**config.mk**
```make
export PLATFORM = sky130hd
export DESIGN_NAME = clock_set_ctrl
export DESIGN_NICKNAME = d
export VERILOG_FILES = /design/src/rtl/clock_set_ctrl.sv
export SDC_FILE = /design/constraint.sdc
export NUM_CORES = 1
export LEC_CHECK = 0
export ABC_AREA = 1
export CAP_MARGIN = 20
export CORE_MARGIN = 2
export CORE_UTILIZATION = 55
export DETAILED_ROUTE_END_ITERATION = 8
export PLACE_DENSITY = 0.88
export SYNTH_ARGS = -nofsm -noshare
export SYNTH_HDL_FRONTEND = slang
export SYNTH_SLANG_ARGS = --single-unit
```
**constraint.sdc**
```tcl
create_clock -name clk -period 2.14 [get_ports clk]
set_input_delay 0.214 -clock clk [delete_from_list [all_inputs] [get_ports clk]]
set_output_delay 0.214 -clock clk [all_outputs]
set_load 0.02 [all_outputs]
```
**src/rtl/clock_set_ctrl.sv**
```systemverilog
// Mode/enable sequencer for the clock digit chain: RUN ripple, SET field editing, and blink blanking.
// Optional auto-repeat of btn_inc while editing is enabled by defining CLOCK_SET_AUTO_REPEAT_EN.
module clock_set_ctrl #(
    parameter int BLINK_HALF   = 25_000_000
`ifdef CLOCK_SET_AUTO_REPEAT_EN
    ,
    parameter int REPEAT_DELAY = 25_000_000,
    parameter int REPEAT_RATE  = 5_000_000
`endif
) (
    input  logic       clk,
    input  logic       reset_n,
    input  logic       tick,
    input  logic       btn_mode,
    input  logic       btn_inc,
    input  logic       done_sec,
    input  logic       done_min,
    input  logic       done_hour,
    output logic       en_sec,
    output logic       en_min,
    output logic       en_hour,
    output logic       carry_day,
    output logic [1:0] mode,
    output logic [2:0] blank
);

    localparam logic [1:0] ST_RUN      = 2'd0;
    localparam logic [1:0] ST_SET_HOUR = 2'd1;
    localparam logic [1:0] ST_SET_MIN  = 2'd2;
    localparam logic [1:0] ST_SET_SEC  = 2'd3;

    localparam int BW = (BLINK_HALF > 1) ? $clog2(BLINK_HALF) : 1;
    localparam logic [BW-1:0] BLINK_LAST = BW'(BLINK_HALF - 1);
    localparam logic [BW-1:0] BLINK_ONE  = BW'(1);

    logic [1:0]    r_state;
    logic          r_btn_mode_q;
    logic          r_btn_inc_q;
    logic [BW-1:0] r_blink_cnt;
    logic          r_phase;
    logic [2:0]    r_blank;

    logic w_mode_press;
    logic w_inc_press;
    logic w_in_set;
    logic w_inc_pulse;
    logic w_edit_pulse;

    assign w_mode_press = btn_mode & ~r_btn_mode_q;
    assign w_inc_press  = btn_inc & ~r_btn_inc_q;
    assign w_in_set     = (r_state != ST_RUN);

`ifdef CLOCK_SET_AUTO_REPEAT_EN
    localparam int RMAX = (REPEAT_DELAY > REPEAT_RATE) ? REPEAT_DELAY : REPEAT_RATE;
    localparam int RW   = $clog2(RMAX + 1);
    localparam logic [RW-1:0] REP_ONE = RW'(1);

    logic [RW-1:0] r_rep_cnt;
    logic          r_rep_armed;
    logic          w_rep_fire;

    // r_rep_cnt == 0 means idle; only a real press starts it, so a button held while entering SET never repeats.
    assign w_rep_fire = w_in_set & btn_inc & ~w_inc_press & (r_rep_cnt != '0) &
                        (r_rep_armed ? (r_rep_cnt == RW'(REPEAT_RATE))
                                     : (r_rep_cnt == RW'(REPEAT_DELAY)));

    always_ff @(posedge clk or negedge reset_n) begin
        if (!reset_n) begin
            r_rep_cnt   <= '0;
            r_rep_armed <= 1'b0;
        end else if (!w_in_set || !btn_inc || w_mode_press) begin
            r_rep_cnt   <= '0;
            r_rep_armed <= 1'b0;
        end else if (w_inc_press || w_rep_fire) begin
            r_rep_cnt   <= REP_ONE;
            r_rep_armed <= w_rep_fire;
        end else if (r_rep_cnt != '0) begin
            r_rep_cnt   <= r_rep_cnt + REP_ONE;
        end
    end

    assign w_inc_pulse = (w_inc_press & w_in_set) | w_rep_fire;
`else
    assign w_inc_pulse = w_inc_press & w_in_set;
`endif

    // A mode press in the same cycle swallows the edit pulse.
    assign w_edit_pulse = w_inc_pulse & ~w_mode_press;

    always_comb begin
        en_sec    = 1'b0;
        en_min    = 1'b0;
        en_hour   = 1'b0;
        carry_day = 1'b0;
        case (r_state)
            ST_RUN: begin
                en_sec    = tick;
                en_min    = done_sec;
                en_hour   = done_min;
                carry_day = done_hour;
            end
            ST_SET_HOUR: en_hour = w_edit_pulse;
            ST_SET_MIN:  en_min  = w_edit_pulse;
            ST_SET_SEC:  en_sec  = w_edit_pulse;
            default: ;
        endcase
    end

    always_ff @(posedge clk or negedge reset_n) begin
        if (!reset_n) begin
            r_state      <= ST_RUN;
            r_btn_mode_q <= 1'b1;
            r_btn_inc_q  <= 1'b1;
        end else begin
            r_btn_mode_q <= btn_mode;
            r_btn_inc_q  <= btn_inc;
            if (w_mode_press) begin
                r_state <= r_state + 2'd1;
            end
        end
    end

    always_ff @(posedge clk or negedge reset_n) begin
        if (!reset_n) begin
            r_blink_cnt <= '0;
            r_phase     <= 1'b0;
        end else if (w_mode_press || w_inc_pulse) begin
            r_blink_cnt <= '0;
            r_phase     <= 1'b0;
        end else if (r_blink_cnt == BLINK_LAST) begin
            r_blink_cnt <= '0;
            r_phase     <= ~r_phase;
        end else begin
            r_blink_cnt <= r_blink_cnt + BLINK_ONE;
        end
    end

    always_ff @(posedge clk or negedge reset_n) begin
        if (!reset_n) begin
            r_blank <= 3'b000;
        end else begin
            case (r_state)
                ST_SET_HOUR: r_blank <= {r_phase, 2'b00};
                ST_SET_MIN:  r_blank <= {1'b0, r_phase, 1'b0};
                ST_SET_SEC:  r_blank <= {2'b00, r_phase};
                default:     r_blank <= 3'b000;
            endcase
        end
    end

    assign mode  = r_state;
    assign blank = r_blank;

endmodule

```
# After elaboration in Yosys (flattened, before gate mapping)
# Cells that the tools add are included.
dict set report totals {
  reg_bits 33
  out_inout_bits 9
  wordCells 33
}
dict set report op_classes {
  add_sub_neg 2
  n_eq_ne 4
  mux 9
  bitwise_logic 8
  reduce_logical 4
}
# cell n
set ops {}
lappend ops {{$mux 25} 2}
lappend ops {{$add 25x1->25 const B} 1}
lappend ops {{$eq 25x25->1 const B} 1}
lappend ops {{$pmux 3 s3} 1}
lappend ops {{$pmux 1 s2} 3}
lappend ops {{$and 1x1->1} 4}
lappend ops {{$eq 2x2->1 const B} 2}
lappend ops {{$not 1->1} 4}
lappend ops {{$reduce_bool 2->1} 2}
lappend ops {{$mux 1} 3}
lappend ops {{$add 2x1->2 const B} 1}
lappend ops {{$eq 2x1->1 const B} 1}
lappend ops {{$logic_not 2->1} 1}
lappend ops {{$logic_or 1x1->1} 1}

# Depth between registers and ports, before layout
# Gate-level depths: netlist of run 1.
dict set report logic_depth {
  word_depth 5
  depth_mapped 9
  mapped_depth_nobuf 9
}

# Worst setup path after synthesis of run 1
# No wires, ideal clock.
dict set report synth_timing {
  kind {flip-flop to output port}
  startpoint {register r_state[0] (netlist: mode[0])}
  endpoint {output en_hour}
  arrival_time_ns 1.656
  t_required_ns 1.926
  path_slack_ns 0.270
  path_stages_with_launch 8
  cell_sequence {dfrtp_1 -> inv_1 -> ha_1 -> inv_1 -> nand3b_1 -> nor2_1 -> inv_1 -> o21ai_0}
}
dict set report synth_via {
  elab_chain_len 4
}
# item line_no
set synth_rtl {}
lappend synth_rtl {{from (decl)} 36} ;# logic [1:0] r_state;
lappend synth_rtl {{from (signal assigned)} 118} ;# r_state <= r_state + 2'd1;
lappend synth_rtl {{$reduce_bool 2->1} 51} ;# assign w_in_set = (r_state != ST_RUN);
lappend synth_rtl {{$and 1x1->1} 84} ;# assign w_inc_pulse = w_inc_press & w_in_set;
lappend synth_rtl {{$and 1x1->1} 88} ;# assign w_edit_pulse = w_inc_pulse & ~w_mode_press;
lappend synth_rtl {{$pmux 1 s2 (*)} 95} ;# case (r_state)
lappend synth_rtl {{to (decl)} 21} ;# output logic en_hour,
# Every way passes the cells marked *; elsewhere a longest branch is shown, timed or not.

# Worst setup path in the final report of run 1
dict set report layout_timing {
  startpoint {register r_state[1] (netlist: mode[1])}
  endpoint {output en_hour}
}
# Same word-level chain as after synthesis.

==> results of run 1 <==
-- where the power goes --
part / switching, mW / internal [mW] / total, mW
Clock: 0.208 / 0.131 / 0.339
Combinational: 0.301 / 0.215 / 0.516
Sequential: 0.0529 / 0.693 / 0.746
-- timing repair --
action | CTS | global route
setup endpoints to repair | 3 | 4
hold endpoints to repair | 0 | 0
resized for setup | 3 | 9
hold buffers | 0 | 0
-- cells by family (layout without fill, tap and decap cells) --
| family | count (synthesis) | count (layout) | synth area share, % |
|---|---|---|---|
| buffers and inverters | 30 | 57 | 6.49 |
| xor gates and xnor gates | 13 | 13 | 6.28 |
| and+or+nand+nor | 146 | 146 | 34.5 |
| AOI/OAI and AO/OA | 9 | 9 | 2.83 |
| adders and majority gates | 6 | 6 | 4.14 |
| DFF | 33 | 33 | 45.7 |
-- cell usage after synthesis, types with 3 or more instances --
master	number	area, um^2
a21oi_1	4	20.0
dfrtp_1	31	776
xor2_1	7	61.3
nand2_1	58	218
o21ai_0	4	20.0
nor2_1	58	218
xnor2_1	6	52.6
ha_1	6	75.1
nor2_2	3	18.8
nor3_1	9	45.0
inv_1	28	105
nand3_1	7	35.0
nand3b_1	3	22.5
-- layer usage --
layer | wire [um] | track usage, % | share of wire [%]
met1 | 1600 | 29.0 | 44
met2 | 1750 | 36.3 | 48
met3 | 195 | 5.04 | 5.4
met4 | 91 | 10.9 | 2.5
met5 | 0 | 0 | 0
-- registers in the layout, indices dropped and copies added (netlist names) --
| signal | cells |
|---|---|
| mode | 2 |
| blank | 3 |
| r_btn_inc_q | 1 |
| r_phase | 1 |
| r_btn_mode_q | 1 |
| r_blink_cnt | 25 |
-- worst max path at each step --
stage / to / slack [ps] / cells after the start
2_1_floorplan: en_hour / 270 / 7
3_3_place_gp: en_hour / 180 / 7
3_5_place_dp: en_hour / 130 / 8
4_1_cts: carry_day / 30 / 6
5_1_grt: en_hour / 20 / 8
6_report: en_hour / 220 / 8
-- metrics by stage --
| step | power, mW | worst slack, ps |
|---|---|---|
| after detailed placement | 1.30 | 134 |
| final | 1.60 | 216 |
| after CTS | 1.61 | 25.5 |
| after floorplan | 1.05 | 270 |
| after global placement | 1.28 | 183 |
| after global routing | 1.70 | 19.9 |
-- placed cells by master, fill, tap and decap left out --
cell	count
a21oi_1	4
dlymetal6s2s_1	1
nand2_2	2
nand2_1	58
xnor2_1	6
nor2_2	3
nor3b_1	1
nor2_4	2
dfstp_2	2
nor3_1	9
ha_1	6
clkdlybuf4s50_1	12
clkbuf_2	3
buf_4	5
nand4_1	1
o21bai_2	1
nor2_1	58
clkbuf_1	3
inv_1	28
nand3_1	7
nand3b_1	3
o21ai_0	4
dfrtp_1	31
clkbuf_4	5
xor2_1	7
nand3_2	2
-- area by class of cell --
type,instances,area (um^2)
multi-input cells,174,866
flip-flops and latches,33,828
fillers,283,1010
well taps,44,55.1
repair buffers,21,185
clock buffers,8,48.8
inverters,28,105
-- critical path, delay by kind of cell (launching register included) --
family / cells / cell delay, ps
buffers and inverters: 4 / 420
DFF: 1 / 400
and+or+nand+nor: 2 / 210
adders and majority gates: 1 / 210
AOI/OAI and AO/OA: 1 / 130
==> metrics, run 1 <==
routability cong. 0.965; setup TNS 0 ps; final WL 3630 um; Syn Nets 251; CP endpoint kind output port; DR WL/cell 11.8 um; Least-Margin Pin Slew 520 ps; worst setup path startpoint mode[1]; Final setup viols 0; Initial Util 58.4%; grt total ovfl 0; first-pass detailed-route iteration total 4; register area share after synthesis a little under half; R2R cell count 7; share of layout cells above drive strength 1 9.47%; n_diodes 0; critical path cell sequence inv_1 > ha_1 > inv_1 > nand3b_1 > nor2_1 > inv_1 > o21ai_0 > clkbuf_2; slowest CP cell dfrtp_1; CTS H-Tree Depth 2; clock tree buffer depth 2; setup slack, reg-to-reg 450 ps; root buf cell clkbuf_4; Max VDD drop 603 uV; Worst-path clk slew 100 ps; I/O pin count 17; Max stage delay on crit path 400 ps; core outline area ~3100 um^2; Chip Width just over 60 um; cell mode on critical path inv_1; startpoint types flop; Antenna Nets Post-Route 0; r2r startpoint r_blink_cnt[0]; Final Max Tran Viols 0; placed cells 300; total track usage 22.6%; RSZ-0062 raised after global routing false; Inserted Clock Buffers 5; Post-Syn Instances 237; Area growth syn-to-layout 15.3%; Tcrit/Tclk final about 90%; CTS Sinks 33; post-DP HPWL 2760 um; first-pass GRT wire length 6200 um; R2R Path End r_phase; Peak Freq 520 MHz; Die ar. roughly 3800 um^2; Post-Layout Cell Count roughly 300; total of max-cap violations 0; hold crit path type in -> async; Final nets 277; status finished, final reports clean; initial drt markers 129; largest net degree at the start of global routing 34; Buffers on Ports 16; placed instance area around 2100 um^2; worst-path fanout max 4; fin crit period 1920 ps; Netlist cell types 22; post-synthesis cell area 1810 um^2; skew final between 7 and 8 ps; Final Hold Vio Count 0; Critical Path AT 1710 ps; Critical Path RT approximately 1900 ps; critical path class reg -> out; EDFF count, synth 0; drt drc 0; Die H 61.4 um; Synth Warn # 0; number of synthesized register bits 33; clock latency on the worst-skew pair 350 ps; CTS tree done; initial antenna violation count 0; ys flop type dfrtp_1; final core occ 67.3%; # Post-CTS Setup Buffers 0; Via Count 1526; # rows 20; Final Hold Slack 257 ps; final non-filler cell area approximately 2100 um^2; vias in the first global route 1457; Post-synth ARST share 100%; syn avg cell area around 7.6 um^2; P_leak about 0.95 nW; pwr/cell area 766 nW/um^2; slew margin rel. about two thirds; via/cell ratio 4.95
Power figures use the tool's default switching activity.
==> run 2, diff against run 1 <==
--- a/config.mk
+++ b/config.mk
@@ -7,6 +7,7 @@
 export LEC_CHECK = 0
 export ABC_AREA = 1
 export CAP_MARGIN = 20
+export CORE_ASPECT_RATIO = 1.4
 export CORE_MARGIN = 2
 export CORE_UTILIZATION = 55
 export DETAILED_ROUTE_END_ITERATION = 8
==> run 2 against run 1 <==
Power rose by 10%. Clock skew fell by 1.5 ps. Wire length rose by 9.3%. Via count rose by 0.79%. Die area rose by 0.17%. Critical path depth did not move. Cell count fell by 1.9%. Clock power rose by 38%. Non-clock buffer count did not move. Count of clock-buffer cells in the layout fell by 1. Combinational power rose by 5.8%. Largest power group unchanged.
==> metrics, run 2 (synthesis gave the netlist of run 1 again) <==
Switch Pwr about 0.6 mW; n_diodes 0; CTS tree done; most flop-heavy register r_blink_cnt; Die ar. 3780 um^2; r2r startpoint mode[1]; Final nets around 280; clock latency on the worst-skew pair 290 ps; Antenna Nets Post-Route 0; skew final 6.36 ps; initial antenna violation count 0; Final Max Tran Viols 0; drt drc 0; Chip Width 52.5 um; setup slack, reg-to-reg 260 ps; Sw Ratio 33.8%; total track usage 25.5%; max reg flops 25; CTS H-Tree Depth 2; P_leak roughly 0.97 nW; RSZ-0062 raised after global routing false; Final setup viols 0; fin crit period 1990 ps; vias in the first global route 1609; Post-Layout Cell Count around 300; critical path cell sequence inv_1 > ha_1 > inv_1 > nand3b_1 > nor2_2 > inv_1 > o21ai_0 > buf_2; post-DP HPWL 2910 um; clock tree buffer depth 2; worst-path fanout max 4; commonest non-fill, non-tap cell in the layout nand2_1; Die H 71.9 um; Critical Path RT between 1500 and 2000 ps; CTS Hold Bufs 0; status finished, final reports clean; startpoint types flop; setup TNS 0 ps; R2R Path End r_blink_cnt[13]; core outline area 3120 um^2; final WL 3970 um; placed instance area 2050 um^2; slew margin rel. between 60% and 70%; most frequent cells in the layout nand2_1, nor2_1, dfrtp_1, inv_1, clkdlybuf4s50_1; CP endpoint kind output port; cell mode on critical path inv_1; design internal power 1.17 mW; Worst-path clk slew 60 ps; Buffers on Ports 16; via/cell ratio 5.09; total of max-cap violations 0; Via Count 1538; power share of the clock group 26.6%; Initial Util 58.0%; # rows 24; Area growth syn-to-layout 17.1%; I/O pin count 17; # Post-CTS Setup Buffers 0; Peak Freq 502 MHz; root buf cell clkbuf_8; Comb pwr share 31.0%; Least-Margin Pin Slew just under 600 ps; Final Hold Vio Count 0; Max VDD drop between 800 and 900 uV; first-pass detailed-route iteration total 4; hold crit path type in -> async; grt total ovfl 0; CTS Sinks 33; Max stage delay on crit path roughly 400 ps; R2R cell count 9; initial drt markers 46; Inserted Clock Buffers 5; Tcrit/Tclk final 93.1%; Critical Path AT 1780 ps; placed cells roughly 300; largest net degree at the start of global routing 34; share of layout cells above drive strength 1 10.3%; DR WL/cell 13.1 um; slowest CP cell dfrtp_1; first-pass GRT wire length between 6000 and 7000 um; worst setup path startpoint mode[1]; routability cong. 0.931; pwr/cell area 830 nW/um^2; Resized cells post-CTS 9; final non-filler cell area 2120 um^2; critical path class reg -> out; Seq pwr share ~42%
==> run 2: cell types whose count changed in the layout (fill, tap and decap cells not counted), sizes merged <==
cell    before  now
clkbuf      11    8
buf          5    7
==> run 2: per-stage QoR <==
| step | utilization, % | worst slack (ps) | total power, mW | hold slack, ps |
|---|---|---|---|---|
| finish | 67.9 | 148 | 1.76 | 333 |
| detailed placement | 65.5 | 59.6 | 1.31 | 494 |
| global route | 67.9 | 23.0 | 1.85 | 373 |
| CTS | 68.3 | 5.30 | 1.79 | 331 |
| floorplan | - | 270 | 1.05 | -81.6 |
| global placement | 65.5 | 160 | 1.28 | 487 |
==> run 2: critical path: cells and delay by family, from the launching register on <==
family          cells  cell delay, ps
compound gates      1             150
buf+inv             4             450
simple gates        2             260
fa+ha+maj           1             230
flops               1             390
==> run 2: cell type report <==
cell class	instances	area, um^2
clock buffers	7	86.3
multi-input cells	174	868
inverters	28	105
fillers	276	1000
repair buffers	21	185
flip-flops and latches	33	828
well taps	39	48.8
==> run 2: how the worst max path moves through the flow <==
stage	end	slack, ps	cells after the start
after floorplan	en_hour	270	7
after global placement	en_hour	160	8
after detailed placement	en_hour	60	8
after CTS	en_hour	5	8
after global routing	en_min	20	8
final	en_hour	150	8
==> run 2: power groups by stage <==
stage               Sequential (mW)  Clock, mW  Combinational [mW]
floorplan                     0.797          0               0.254
global placement              0.753          0               0.526
detailed placement            0.759          0               0.548
CTS                           0.748      0.478               0.560
global route                  0.759      0.497               0.595
finish                        0.747      0.468               0.546
==> run 2: per-layer routing <==
layer / share of wire (%) / vias up / GRT usage (%)
met5: 0 / - / 0
li1: - / 774 / -
met1: 41 / 722 / 28.8
met3: 3.3 / 11 / 6.58
met2: 52 / 31 / 43.3
met4: 3.2 / 0 / 13.1
